<file path="src/rtl/uart_rx_pkg.sv">
// Shared types and constants for the UART receive path: FSM state encoding,
// the sampling-point offset helper and frame-length constants.
package uart_rx_pkg;

  typedef enum logic [2:0] {
    IDLE   = 3'd0,
    START  = 3'd1,
    DATA   = 3'd2,
    PARITY = 3'd3,
    STOP   = 3'd4
  } rx_state_t;

  localparam int START_BITS = 1;
  localparam int STOP_BITS  = 1;
  localparam int PAR_BITS   = 1;
  localparam int BIT_CNT_W  = 4;

  // Oversample edge at which a sampled bit is stable at the sampler output.
  function automatic int chk_edge(input int prescale);
    return prescale / 2 + 2;
  endfunction

endpackage

</file>
<file path="src/rtl/uart_rx_ctrl.sv">
// Frame-sequencing controller for the UART receiver; drives counter, sampler,
// deserializer and checker enables. Optional error flags: UART_RX_ERR_FLAGS_EN.
module uart_rx_ctrl
  import uart_rx_pkg::*;
#(
  parameter int PRESCALE  = 8,
  parameter int EDGE_W    = 3,
  parameter int DATA_BITS = 8
) (
  input  logic                 CLK,
  input  logic                 RST,
  input  logic                 RX_IN,
  input  logic                 PAR_EN,
  input  logic [EDGE_W-1:0]    edge_cnt,
  input  logic [BIT_CNT_W-1:0] bit_cnt,
  input  logic                 strt_glitch,
  input  logic                 par_err,
  input  logic                 stp_err,
  output logic                 cnt_en,
  output logic                 dat_samp_en,
  output logic                 deser_en,
  output logic                 strt_chk_en,
  output logic                 par_chk_en,
  output logic                 stp_chk_en,
  output logic                 data_valid,
  output logic                 par_err_flag,
  output logic                 stp_err_flag
);

  localparam int CHK = chk_edge(PRESCALE);
  // Strobes are registered, so they are launched one edge before CHK.
  localparam logic [EDGE_W-1:0]    EDGE_STROBE   = EDGE_W'(CHK - 1);
  localparam logic [EDGE_W-1:0]    EDGE_EVAL     = EDGE_W'(CHK + 1);
  localparam logic [EDGE_W-1:0]    EDGE_LAST     = EDGE_W'(PRESCALE - 1);
  localparam logic [BIT_CNT_W-1:0] LAST_DATA_BIT = BIT_CNT_W'(DATA_BITS);

  rx_state_t state_q;
  logic busy_q, deser_q, strt_q, par_chk_q, stp_chk_q, valid_q;
  logic par_en_q, perr_q;

  logic strobe_edge_s, eval_edge_s, last_edge_s, start_entry_s, frame_eval_s;

  assign strobe_edge_s = (edge_cnt == EDGE_STROBE);
  assign eval_edge_s   = (edge_cnt == EDGE_EVAL);
  assign last_edge_s   = (edge_cnt == EDGE_LAST);
  assign start_entry_s = (state_q == IDLE) && !RX_IN;
  assign frame_eval_s  = (state_q == STOP) && eval_edge_s;

  always_ff @(posedge CLK) begin
    if (RST) begin
      state_q   <= IDLE;
      busy_q    <= 1'b0;
      deser_q   <= 1'b0;
      strt_q    <= 1'b0;
      par_chk_q <= 1'b0;
      stp_chk_q <= 1'b0;
      valid_q   <= 1'b0;
      par_en_q  <= 1'b0;
      perr_q    <= 1'b0;
    end else begin
      deser_q   <= 1'b0;
      strt_q    <= 1'b0;
      par_chk_q <= 1'b0;
      stp_chk_q <= 1'b0;
      valid_q   <= 1'b0;
      case (state_q)
        IDLE: begin
          if (start_entry_s) begin
            state_q  <= START;
            busy_q   <= 1'b1;
            par_en_q <= PAR_EN;
            perr_q   <= 1'b0;
          end
        end
        START: begin
          strt_q <= strobe_edge_s;
          if (eval_edge_s && strt_glitch) begin
            state_q <= IDLE;
            busy_q  <= 1'b0;
          end else if (last_edge_s) begin
            state_q <= DATA;
          end
        end
        DATA: begin
          deser_q <= strobe_edge_s;
          if (last_edge_s && (bit_cnt == LAST_DATA_BIT)) begin
            state_q <= par_en_q ? PARITY : STOP;
          end
        end
        PARITY: begin
          par_chk_q <= strobe_edge_s;
          if (eval_edge_s) begin
            perr_q <= par_err;
          end
          if (last_edge_s) begin
            state_q <= STOP;
          end
        end
        STOP: begin
          stp_chk_q <= strobe_edge_s;
          // Leaving mid-stop-bit lets a back-to-back start edge be caught.
          if (eval_edge_s) begin
            valid_q <= !stp_err && !perr_q;
            state_q <= IDLE;
            busy_q  <= 1'b0;
          end
        end
        default: begin
          state_q <= IDLE;
          busy_q  <= 1'b0;
        end
      endcase
    end
  end

`ifdef UART_RX_ERR_FLAGS_EN
  logic par_flag_q, stp_flag_q;

  // Sticky error flags, cleared when a new frame starts.
  always_ff @(posedge CLK) begin
    if (RST || start_entry_s) begin
      par_flag_q <= 1'b0;
      stp_flag_q <= 1'b0;
    end else if (frame_eval_s) begin
      if (perr_q) par_flag_q <= 1'b1;
      if (stp_err) stp_flag_q <= 1'b1;
    end
  end

  assign par_err_flag = par_flag_q;
  assign stp_err_flag = stp_flag_q;
`else
  assign par_err_flag = 1'b0;
  assign stp_err_flag = 1'b0;
`endif

  assign cnt_en      = busy_q;
  assign dat_samp_en = busy_q;
  assign deser_en    = deser_q;
  assign strt_chk_en = strt_q;
  assign par_chk_en  = par_chk_q;
  assign stp_chk_en  = stp_chk_q;
  assign data_valid  = valid_q;

endmodule

</file>
<file path="config.mk">
export PLATFORM = sky130hd
export DESIGN_NAME = uart_rx_ctrl
export DESIGN_NICKNAME = d
export VERILOG_FILES = /design/src/rtl/uart_rx_pkg.sv /design/src/rtl/uart_rx_ctrl.sv
export SDC_FILE = /design/constraint.sdc
export NUM_CORES = 1
export LEC_CHECK = 0
export CORE_MARGIN = 8
export CORE_UTILIZATION = 36
export CTS_CLUSTER_SIZE = 40
export DETAILED_ROUTE_END_ITERATION = 7
export PLACE_DENSITY = 0.72
export SYNTH_ARGS = -nofsm -noshare
export SYNTH_HDL_FRONTEND = slang
export SYNTH_SLANG_ARGS = --single-unit
</file>
<file path="constraint.sdc">
create_clock -name CLK -period 1.4 [get_ports CLK]
set_clock_uncertainty 0.15 [all_clocks]
set_input_delay 0.28 -clock CLK [delete_from_list [all_inputs] [get_ports CLK]]
set_output_delay 0.28 -clock CLK [all_outputs]
set_load 0.02 [all_outputs]
</file>
* After elaboration in Yosys (flattened, before gate mapping) *
Cells that the tools add are included.

word-level totals
  bits in registers = 11
  input port bits = 14

operators by class
  eq/ne operators = 13
  muxes and demuxes = 15
  reduce and logical (&&, ||, !) cells = 19
  bitwise logic cells = 6

operators by type and width
  operator                                                         number
  3-bit two-way mux                                                7
  3-bit one-hot mux with 5 select lines                            1
  2-bit inequality test, second input constant                     5
  2-bit OR reduction                                               5
  3-bit == test, second input constant                             3
  3-bit by 2-bit == test with 1-bit output, second input constant  2
  1-bit inverter                                                   6
  1-bit two-way mux                                                5
  5-bit AND reduction                                              1
  4-bit == test, second input constant                             1
  1-bit logical AND                                                4
  1-bit one-hot mux with 4 select lines                            1
  4-bit AND reduction                                              1
  3-bit by 1-bit == test with 1-bit output, second input constant  1
  1-bit zero test                                                  3
  3-bit zero test                                                  1
  3-bit inequality test, second input constant                     1
  3-bit AND reduction                                              1
  3-bit OR reduction                                               1
  1-bit one-hot mux with 2 select lines                            1
  2-bit AND reduction                                              1
  2-bit nonzero test                                               1

* Longest topological paths before layout *
Gate-level depths: netlist of run 1.

  depth in word-level cells = 4
  mapped depth = 5

* Least setup slack after synthesis of run 1 *
No wires, ideal clock.

  kind = input-to-reg
  start point = input bit_cnt[1]
  end point = register state_q[2]
  data required time = 1.180 ns
  stages = 4
  path slack = -0.089 ns
  library setup time = 0.070 ns
  arrival time = 1.269 ns
  cell sequence = nor4b_4 > a21oi_1 > or4b_1 > a21oi_1

on the way
  longest elaborated chain between the ends = 4

RTL lines
  what                             line                RTL
  start, declared                  uart_rx_ctrl.sv:15  input logic [BIT_CNT_W-1:0] bit_cnt,
  4-bit == test                    uart_rx_ctrl.sv:86  if (last_edge_s && (bit_cnt == LAST_DATA_BIT)) begin
  1-bit logical AND                uart_rx_ctrl.sv:86
  2-bit inequality test (no line)  n/a
  5-bit AND reduction (no line)    n/a
  end signal, assigned             uart_rx_ctrl.sv:87  state_q <= par_en_q ? PARITY : STOP;
  end, declared                    uart_rx_ctrl.sv:37  rx_state_t state_q;

No other way between the ends.
A chain may end at the register's enable or synchronous reset.

* Worst setup path after layout of run 1 *
  start point = input bit_cnt[2]
  end point = register state_q[2]

The elaborated chain is that of the path after synthesis.

==> results of run 1 <==
-- what timing repair did --
action | 4_1_cts | 5_1_grt
setup buffers | 2 | 0
cloned | 0 | 0
endpoints found under the setup margin | 13 | 11
pin swaps | 3 | 5
gates resized for setup | 17 | 15
-- layer usage --
| layer | share of wire [%] | up-vias | track usage, % |
|---|---|---|---|
| met1 | 42 | 286 | 11.7 |
| met2 | 50 | 23 | 15.8 |
| met3 | 8.2 | 0 | 2.72 |
| li1 | - | 294 | - |
| met4 | 0 | 0 | 7.38 |
| met5 | 0 | - | 0 |
-- critical path, delay by kind of cell --
family	cells	cell delay, ns
and+or+nand+nor	2	0.84
AOI/OAI and AO/OA	2	0.25
buffers and inverters	1	0.09
-- power by group --
group | internal, W | total, W | switching (W)
clock network | 0.000110 | 0.000216 | 0.000106
logic | 0.0000654 | 0.000129 | 0.0000633
registers | 0.000321 | 0.000329 | 0.00000820
total | 0.000496 | 0.000674 | 0.000178
-- Yosys cell counts, types with 2 or more instances --
library cell / count / share of area, %
nor3_1: 4 / 3.7
a31oi_1: 3 / 3.5
a21oi_1: 4 / 3.7
buf_4: 3 / 4.2
nor2_1: 5 / 3.5
inv_1: 3 / 2.1
clkbuf_1: 3 / 2.1
nand3_1: 4 / 3.7
o21ai_0: 3 / 2.8
dfxtp_1: 11 / 41
or4_1: 2 / 2.8
nand2_1: 5 / 3.5
-- layout make-up --
class                      count  area share (%)
multi-input combinational     46            35.9
timing repair buffer          31            30.6
sequential                    11            26.6
clock buffer                   4            3.14
tap                           16            2.39
inverter                       3            1.35
-- cell usage in the layout, fill, tap and decap left out, drive strengths merged --
master,netlist,routed
and3,1,1
o22ai,1,1
a211o,1,1
nand2b,1,1
conb,1,2
nand3,4,4
a311oi,1,1
nor3,4,4
o21bai,1,1
nor2,5,5
nand2,5,5
a31oi,3,3
or3,1,1
a21oi,4,4
nor3b,1,1
inv,3,3
dfxtp,11,11
nor4b,1,1
clkdlybuf4s50,0,6
a221oi,1,1
nand3b,1,1
or4,2,2
o21ai,3,3
buf,4,12
clkbuf,3,7
dlygate4sd2,0,10
nor4,1,1
a211oi,1,1
or4b,1,1
-- flip-flops by register name, indices dropped and copies added, names as in the netlist --
name / flops
stp_chk_en: 1
cnt_en: 1
perr_q: 1
deser_en: 1
par_chk_en: 1
par_en_q: 1
strt_chk_en: 1
state_q: 3
data_valid: 1
-- worst paths after layout --
check,start,cells after the start,to
setup reg to reg,state_q[2],3,state_q[2]
hold reg to reg,perr_q,1,data_valid
setup / recovery,bit_cnt[2],5,state_q[2]
hold / removal,edge_cnt[1],2,stp_chk_en
-- kinds of logic (layout without fill, tap and decap cells) --
kind of cell | count (synthesis) | after routing | share of synthesized area (%)
buffers and inverters | 10 | 38 | 9.24
and+or+nand+nor | 28 | 28 | 30.7
DFF | 11 | 11 | 40.6
other | 1 | 2 | 0.692
AOI/OAI and AO/OA | 16 | 16 | 18.7
-- metrics by stage --
stage / util (%) / setup slack, ns / hold WS (ns)
6_report: 57.6 / -0.0107 / 0.265
5_1_grt: 57.6 / -0.0606 / 0.284
4_1_cts: 57.2 / -0.0919 / 0.234
3_5_place_dp: 54.6 / -0.626 / 0.267
3_3_place_gp: 54.6 / -0.578 / 0.260
2_1_floorplan: - / -0.0875 / 0.207
==> results.toml, run 1 <==
[synthesis]
synth_cell_types = 28
synthCells = 66
synth_enable_flop_cells = 0
ys_ff_latch = 11
avgSynthCellArea_um2 = 8.21
synthesis.area_um2 = 542
yosys_most_used_dff = "dfxtp_1"
async_reset_ff_share_pct = 0
yosysSeqAreaShare_pct = 40.6
ys_warn_count = 0

[layout]
final.fill_count = 146
stdcell_count = 111
multi_input_area_um2 = 300
regArea_um2 = 223
final_area_um2 = 837
synthToLayoutAreaGrowth_pct = 54.5
final_nets = 110
layout-drive-gt1-share_pct = 28.4
diodes = 0

[critical_path]
rrSetupSlack_ns = 0.01
crit_type = "in -> reg"
cp_slowest_stage_delay_ns = 0.54
worst_path_most_repeated_cell = "a21oi_2"
crit_chain = "buf_6, nor4b_4, a21oi_2, or4b_4, a21oi_2"
critPathArrivalTime_ns = 1.47
end_kind = "register"
critPathLaunchType = "primary input"
cpMaxStageDelayCell = "or4b_4"
cp_max_fo = 2
worstPathRequired_ns = 1.46

[sta]
setup_viol = 1
fin_crit_ns = 1.41
fin_ws_ns = -0.0107
final_max_slew_viol_count = 0
post-route-period-util_pct = 101
timing.fmax_mhz = 709
timing_hold_violations_final = 0
rsz0062_at_grt = "yes"
tns_ns = -0.0107

[die]
die_area_mm2 = 0.00300
std_cell_rows = 14
core_mm2 = 0.00145
die_h_um = 54.8
ios = 23
floorplan.initialDensity_pct = 37.3
die_x_um = 54.8

[routing]
viasPerCell = 5.43
vias = 603
first_pass_iters = 4
postRouteAntennaNets = 0
drc = 0
drt_wl_total_mm = 1.51
wl_per_cell_um = 13.6
drt_iter0_drc = 11

[global_routing]
grt_pass1_wl_mm = 2.28
grtUsageTotal_pct = 10.2
grt_max_degree = 12
grt_pass1_vias = 561
antenna_found_initial = 0
gr-total-overflow = 0

[clock_tree]
clk_pin_slew_ns = 0.07
cts_hold_buffers = 0
htreeDepth = 1
tritoncts = "yes"
clockRootBuffer = "clkbuf_4"
insertion_delay_ns = 0.27
numCtsBuffers = 3
cts.path.max_buffers = 2
cts_sinks = 11

[min_path]
hp-class = "in -> reg"

[pwr]
ir_drop_v = 0.000442
p_per_area_mw_per_mm2 = 806
leakage_nw = 0.361
power_w = 0.000674

[status]
violations = "negative setup slack"
status = "finished with violations"

[placement]
dpl.cell_count = 105
portBuffers = 20
dp_hpwl_mm = 1.08
place_area_um2 = 795
gp_congestion = 0.830

[flow_run]
drv_cap = 0
No activity file was read; power rests on OpenSTA's default activity.
==> run 2, diff against run 1 <==
--- a/config.mk
+++ b/config.mk
@@ -9,7 +9,7 @@
 export CORE_UTILIZATION = 36
 export CTS_CLUSTER_SIZE = 40
 export DETAILED_ROUTE_END_ITERATION = 7
-export PLACE_DENSITY = 0.72
+export PLACE_DENSITY = 0.74
 export SYNTH_ARGS = -nofsm -noshare
 export SYNTH_HDL_FRONTEND = slang
 export SYNTH_SLANG_ARGS = --single-unit
==> run 2 against run 1 <==
Highest routed layer is now met4. The flow now finishes without violations. Register-to-register slack improved by 0.06 ns. Clock-buffer cell count stayed put. Wire length up 2.4%. Design area rose by 0.60%. Global-route usage increased by 1.7 points. Sequential share of layout area down 0.16 points. Clock power increased by 2%. Maximum frequency up 2.9%. Hold slack worse by 0.032 ns. First-iteration DRC count grew 27%. Largest power group unchanged.
==> results.toml, run 2 (synthesized netlist as in run 1, its figures left out) <==
[status]
status = "complete, no violations"

[pwr]
leakage_nw = 0.359
ir_drop_v = 0.000468
p_per_area_mw_per_mm2 = 807

[placement]
gp_congestion = 0.829
dp_slack_ns = -0.641
portBuffers = 20
dp_hpwl_mm = 1.17
place_area_um2 = 795

[clock_tree]
cts.path.max_buffers = 2
tritoncts = "yes"
insertion_delay_ns = 0.27
cts_sinks = 11
numCtsBuffers = 3
clockRootBuffer = "clkbuf_4"
clk_pin_slew_ns = 0.07
htreeDepth = 1

[global_routing]
grtUsageTotal_pct = 11.9
gr-total-overflow = 0
grt_pass1_wl_mm = 2.59
grt_max_degree = 12
grt_pass1_vias = 588
antenna_found_initial = 0

[die]
die_area_mm2 = 0.00300
ios = 23
die_h_um = 54.8
std_cell_rows = 14
floorplan.initialDensity_pct = 37.3
core_mm2 = 0.00145
die_x_um = 54.8

[routing]
first_pass_iters = 4
vias = 585
drt_wl_total_mm = 1.55
drt_iter0_drc = 14
drc = 0
postRouteAntennaNets = 0
wl_per_cell_um = 14.1
viasPerCell = 5.32

[flow_run]
drv_cap = 0

[layout]
synthToLayoutAreaGrowth_pct = 55.4
largest_reg_flops = 3
regArea_um2 = 223
final_nets = 109
layout_common_cells = "10 x buf_4, 9 x dfxtp_1, 9 x dlygate4sd2_1"
regMostFlops = "state_q"
final_area_um2 = 842
final.fill_count = 140
diodes = 0
multi_input_area_um2 = 323
layout-drive-gt1-share_pct = 33.0
mostFrequentLayoutCell = "buf_4"

[critical_path]
critPathLaunchType = "primary input"
cp_slowest_stage_delay_ns = 0.51
crit_type = "in -> reg"
crit_family = "simple AND/OR/NAND/NOR gates"
cp_max_fo = 2
critPathArrivalTime_ns = 1.42
crit_chain = "dlygate4sd2_1, nor4b_4, a21oi_2, or4b_1, a21oi_1"
worstPathRequired_ns = 1.45
end_kind = "register"
worst-path-buf-inv = 1
cpMaxStageDelayCell = "or4b_1"

[sta]
fin_ws_ns = 0.0292
fin_crit_ns = 1.37
rsz0062_at_grt = "no"
final_max_slew_viol_count = 0
timing_hold_violations_final = 0
timing.fmax_mhz = 729
post-route-period-util_pct = 97.9
setup_viol = 0
tns_ns = 0

[min_path]
hp-class = "in -> reg"
==> run 2: cell count changes in the layout (fill, tap and decap cells not counted), sizes merged <==
| cell | delta |
|---|---|
| dlygate4sd2 | -1 |
| buf | -2 |
| clkbuf | +2 |
==> run 2: path summary, 6_finish.rpt <==
path                            depth (start not counted)        start    endpoint  slack (ns)
worst max register to register                          3   state_q[2]  state_q[2]        0.07
worst min register to register                          1       perr_q  data_valid        0.28
worst min-delay path                                    2  edge_cnt[1]  stp_chk_en        0.23
worst max-delay path                                    5   bit_cnt[3]  state_q[2]        0.03
==> run 2: worst register-to-register path, cell delays in order (launching register included) <==
cell	delay, ns
dfxtp_1	0.34
buf_4	0.16
or4b_1	0.49
a21oi_1	0.13
==> run 2: area by class of cell <==
type,count,area share [%]
clock buffers,4,3.12
multi-input cells,46,38.3
well taps,16,2.38
flip-flops and latches,11,26.4
repair buffers,30,28.4
inverters,3,1.34
==> run 2: report_power, final <==
part / leakage, nW / total [W] / internal, W / switching [W]
logic: 0.254 / 0.000130 / 0.0000633 / 0.0000664
clock network: 0.0150 / 0.000220 / 0.000111 / 0.000109
registers: 0.0901 / 0.000329 / 0.000321 / 0.00000856
total: 0.359 / 0.000679 / 0.000495 / 0.000184
==> run 2: through the flow <==
stage                     total power (W)  utilization, %  hold WS (ns)  std cells
after floorplan                  0.000398               -         0.207         67
after global placement           0.000465            54.6         0.257        105
final                            0.000679            57.9         0.234        110
after global routing             0.000720            57.9         0.251        110
after CTS                        0.000680            57.6         0.226        110
after detailed placement         0.000467            54.6         0.267        105
==> run 2: timing repair <==
action / CTS / global route
endpoints found under the setup margin: 13 / 7
pin swaps: 4 / 4
setup buffers: 2 / 0
resized for setup: 21 / 15
hold buffers: 0 / 0
==> run 2: layer usage <==
layer	routed length (um)	track usage (%)	part of all wire [%]	vias up
met5	0	0	0	-
met4	40	6.97	2.6	0
li1	-	-	-	291
met3	160	4.08	10	5
met1	603	13.7	39	267
met2	744	18.5	48	22
==> run 3, diff against run 2 <==
--- a/config.mk
+++ b/config.mk
@@ -5,11 +5,12 @@
 export SDC_FILE = /design/constraint.sdc
 export NUM_CORES = 1
 export LEC_CHECK = 0
-export CORE_MARGIN = 8
-export CORE_UTILIZATION = 36
+export CORE_AREA = 8 8 45 47
 export CTS_CLUSTER_SIZE = 40
 export DETAILED_ROUTE_END_ITERATION = 7
-export PLACE_DENSITY = 0.74
+export DIE_AREA = 0 0 53 55
+export PLACE_DENSITY = 0.79
+export SLEW_MARGIN = 30
 export SYNTH_ARGS = -nofsm -noshare
 export SYNTH_HDL_FRONTEND = slang
 export SYNTH_SLANG_ARGS = --single-unit
==> constraint.sdc (replaced) <==
create_clock -name CLK -period 1.6 [get_ports CLK]
set_clock_uncertainty 0.15 [all_clocks]
set_input_delay 0.32 -clock CLK [delete_from_list [all_inputs] [get_ports CLK]]
set_output_delay 0.32 -clock CLK [all_outputs]
set_load 0.02 [all_outputs]
==> run 3 against run 2 <==
Die area shrank 2.9%. Setup slack gained 0.031 ns. Via count down 3.2%. Core utilization rose by 1.7 points. Clock-buffer cell count decreased by 1. Non-clock buffer count is 4 lower. Clock power shrank 15%. Sequential share of layout area up 0.26 points. Sequential power shrank 12%. Largest cell class unchanged. Largest power group unchanged. Critical path depth unchanged. Hold slack got worse by 0.019 ns. Combinational power shrank 17%.
==> results.toml, run 3 (synthesized netlist as in run 1, its figures left out) <==
[critical_path]
worstPathRequired_ns = 1.65
crit_family = "simple AND/OR/NAND/NOR gates"
worst-path-buf-inv = 1
critPathLaunchType = "primary input"
critPathArrivalTime_ns = 1.59
cp_slowest_stage_delay_ns = 0.52
cpMaxStageDelayCell = "or4b_4"
end_kind = "register"
reg2reg_depth = 3
cp_max_fo = 2
worst_path_most_repeated_cell = "a21oi_2"
cp.depth = 5
crit_type = "in -> reg"
crit_chain = "clkdlybuf4s15_1, nor4b_4, a21oi_2, or4b_4, a21oi_2"

[clock_tree]
numCtsBuffers = 3
clockRootBuffer = "clkbuf_4"
cts_hold_buffers = 0
cts_sinks = 11
tritoncts = "yes"
cts.path.max_buffers = 2
htreeDepth = 1
clk_pin_slew_ns = 0.07
insertion_delay_ns = 0.26

[min_path]
holdPathStages = 2
hp-class = "in -> reg"

[sta]
tns_ns = 0
timing_hold_violations_final = 0
setup_viol = 0
fin_ws_ns = 0.0604
rsz0062_at_grt = "no"
timing.fmax_mhz = 650
final_max_slew_viol_count = 0
post-route-period-util_pct = 96.2
fin_crit_ns = 1.54

[layout]
layout-drive-gt1-share_pct = 17.8
regMostFlops = "state_q"
mostFrequentLayoutCell = "dfxtp_1"
regArea_um2 = 220
diodes = 0
layout_common_cells = "11 x dfxtp_1, 9 x dlygate4sd2_1, 6 x clkdlybuf4s50_1, 6 x buf_4"
final_nets = 105
final.fill_count = 140
synthToLayoutAreaGrowth_pct = 52.2
largest_reg_flops = 3
multi_input_area_um2 = 304

[global_routing]
grt_pass1_wl_mm = 2.41
gr-total-overflow = 0
grtUsageTotal_pct = 10.9
antenna_found_initial = 0
grt_pass1_vias = 549
grt_max_degree = 14

[placement]
dp_hpwl_mm = 1.11
portBuffers = 20
dp_slack_ns = -0.487
gp_congestion = 0.843

[die]
die_area_mm2 = 0.00292
std_cell_rows = 14
die_x_um = 53
die_h_um = 55
floorplan.initialDensity_pct = 39.2
ios = 23
core_mm2 = 0.00138

[routing]
viasPerCell = 5.34
vias = 566
postRouteAntennaNets = 0
drt_iter0_drc = 13
first_pass_iters = 5
wl_per_cell_um = 15.0
drt_wl_total_mm = 1.59
drc = 0

[pwr]
leakage_nw = 0.362
power_w = 0.000587
p_int_w = 0.000427
ir_drop_v = 0.000363
p_sw_w = 0.000160
p_clk_share_pct = 32.1
switching_share_pct = 27.3
p_per_area_mw_per_mm2 = 712
pwr-share-comb_pct = 18.4
seq_power_share_pct = 49.5

[flow_run]
drv_cap = 0

[status]
status = "complete, no violations"
run 3: metrics by stage:
stage	instance area, um2	cells	hold WS (ns)	utilization [%]
global placement	764	101	0.256	55.2
floorplan	546	67	0.240	-
finish	825	106	0.215	59.6
CTS	796	106	0.276	57.5
global route	825	106	0.239	59.6
detailed placement	764	101	0.265	55.2
run 3: final timing paths:
kind	to	slack [ns]	start
max	state_q[2]	0.06	bit_cnt[0]
min	stp_chk_en	0.21	edge_cnt[1]
max reg2reg	state_q[2]	0.10	state_q[0]
min reg2reg	data_valid	0.28	perr_q
run 3: what timing repair did:
action,CTS,global route
setup endpoints to repair,10,5
pin swaps,4,5
setup buffers,1,0
resized for setup,14,8
run 3: power groups by stage:
stage / combinational, W / clock (W) / sequential (W)
global placement: 0.000107 / 0 / 0.000295
detailed placement: 0.000108 / 0 / 0.000296
floorplan: 0.0000548 / 0 / 0.000293
global route: 0.000116 / 0.000208 / 0.000291
CTS: 0.000104 / 0.000193 / 0.000290
finish: 0.000108 / 0.000188 / 0.000291
run 3: final cells by class:
class	instances	area share, %
clock buffer	3	2.73
clock inverter	1	0.607
inverter	3	1.37
multi-input combinational	46	36.9
sequential	11	26.7
tap	16	2.43
timing repair buffer	26	29.3
run 3: metal layers:
metal  vias to the layer above  global-route usage (%)  part of all wire, %
met3                         4                    2.41                  6.9
met1                       258                    12.5                   42
met4                         0                    9.05                  2.5
met5                         -                       0                    0
met2                        22                    17.2                   48
li1                        282                       -                    -
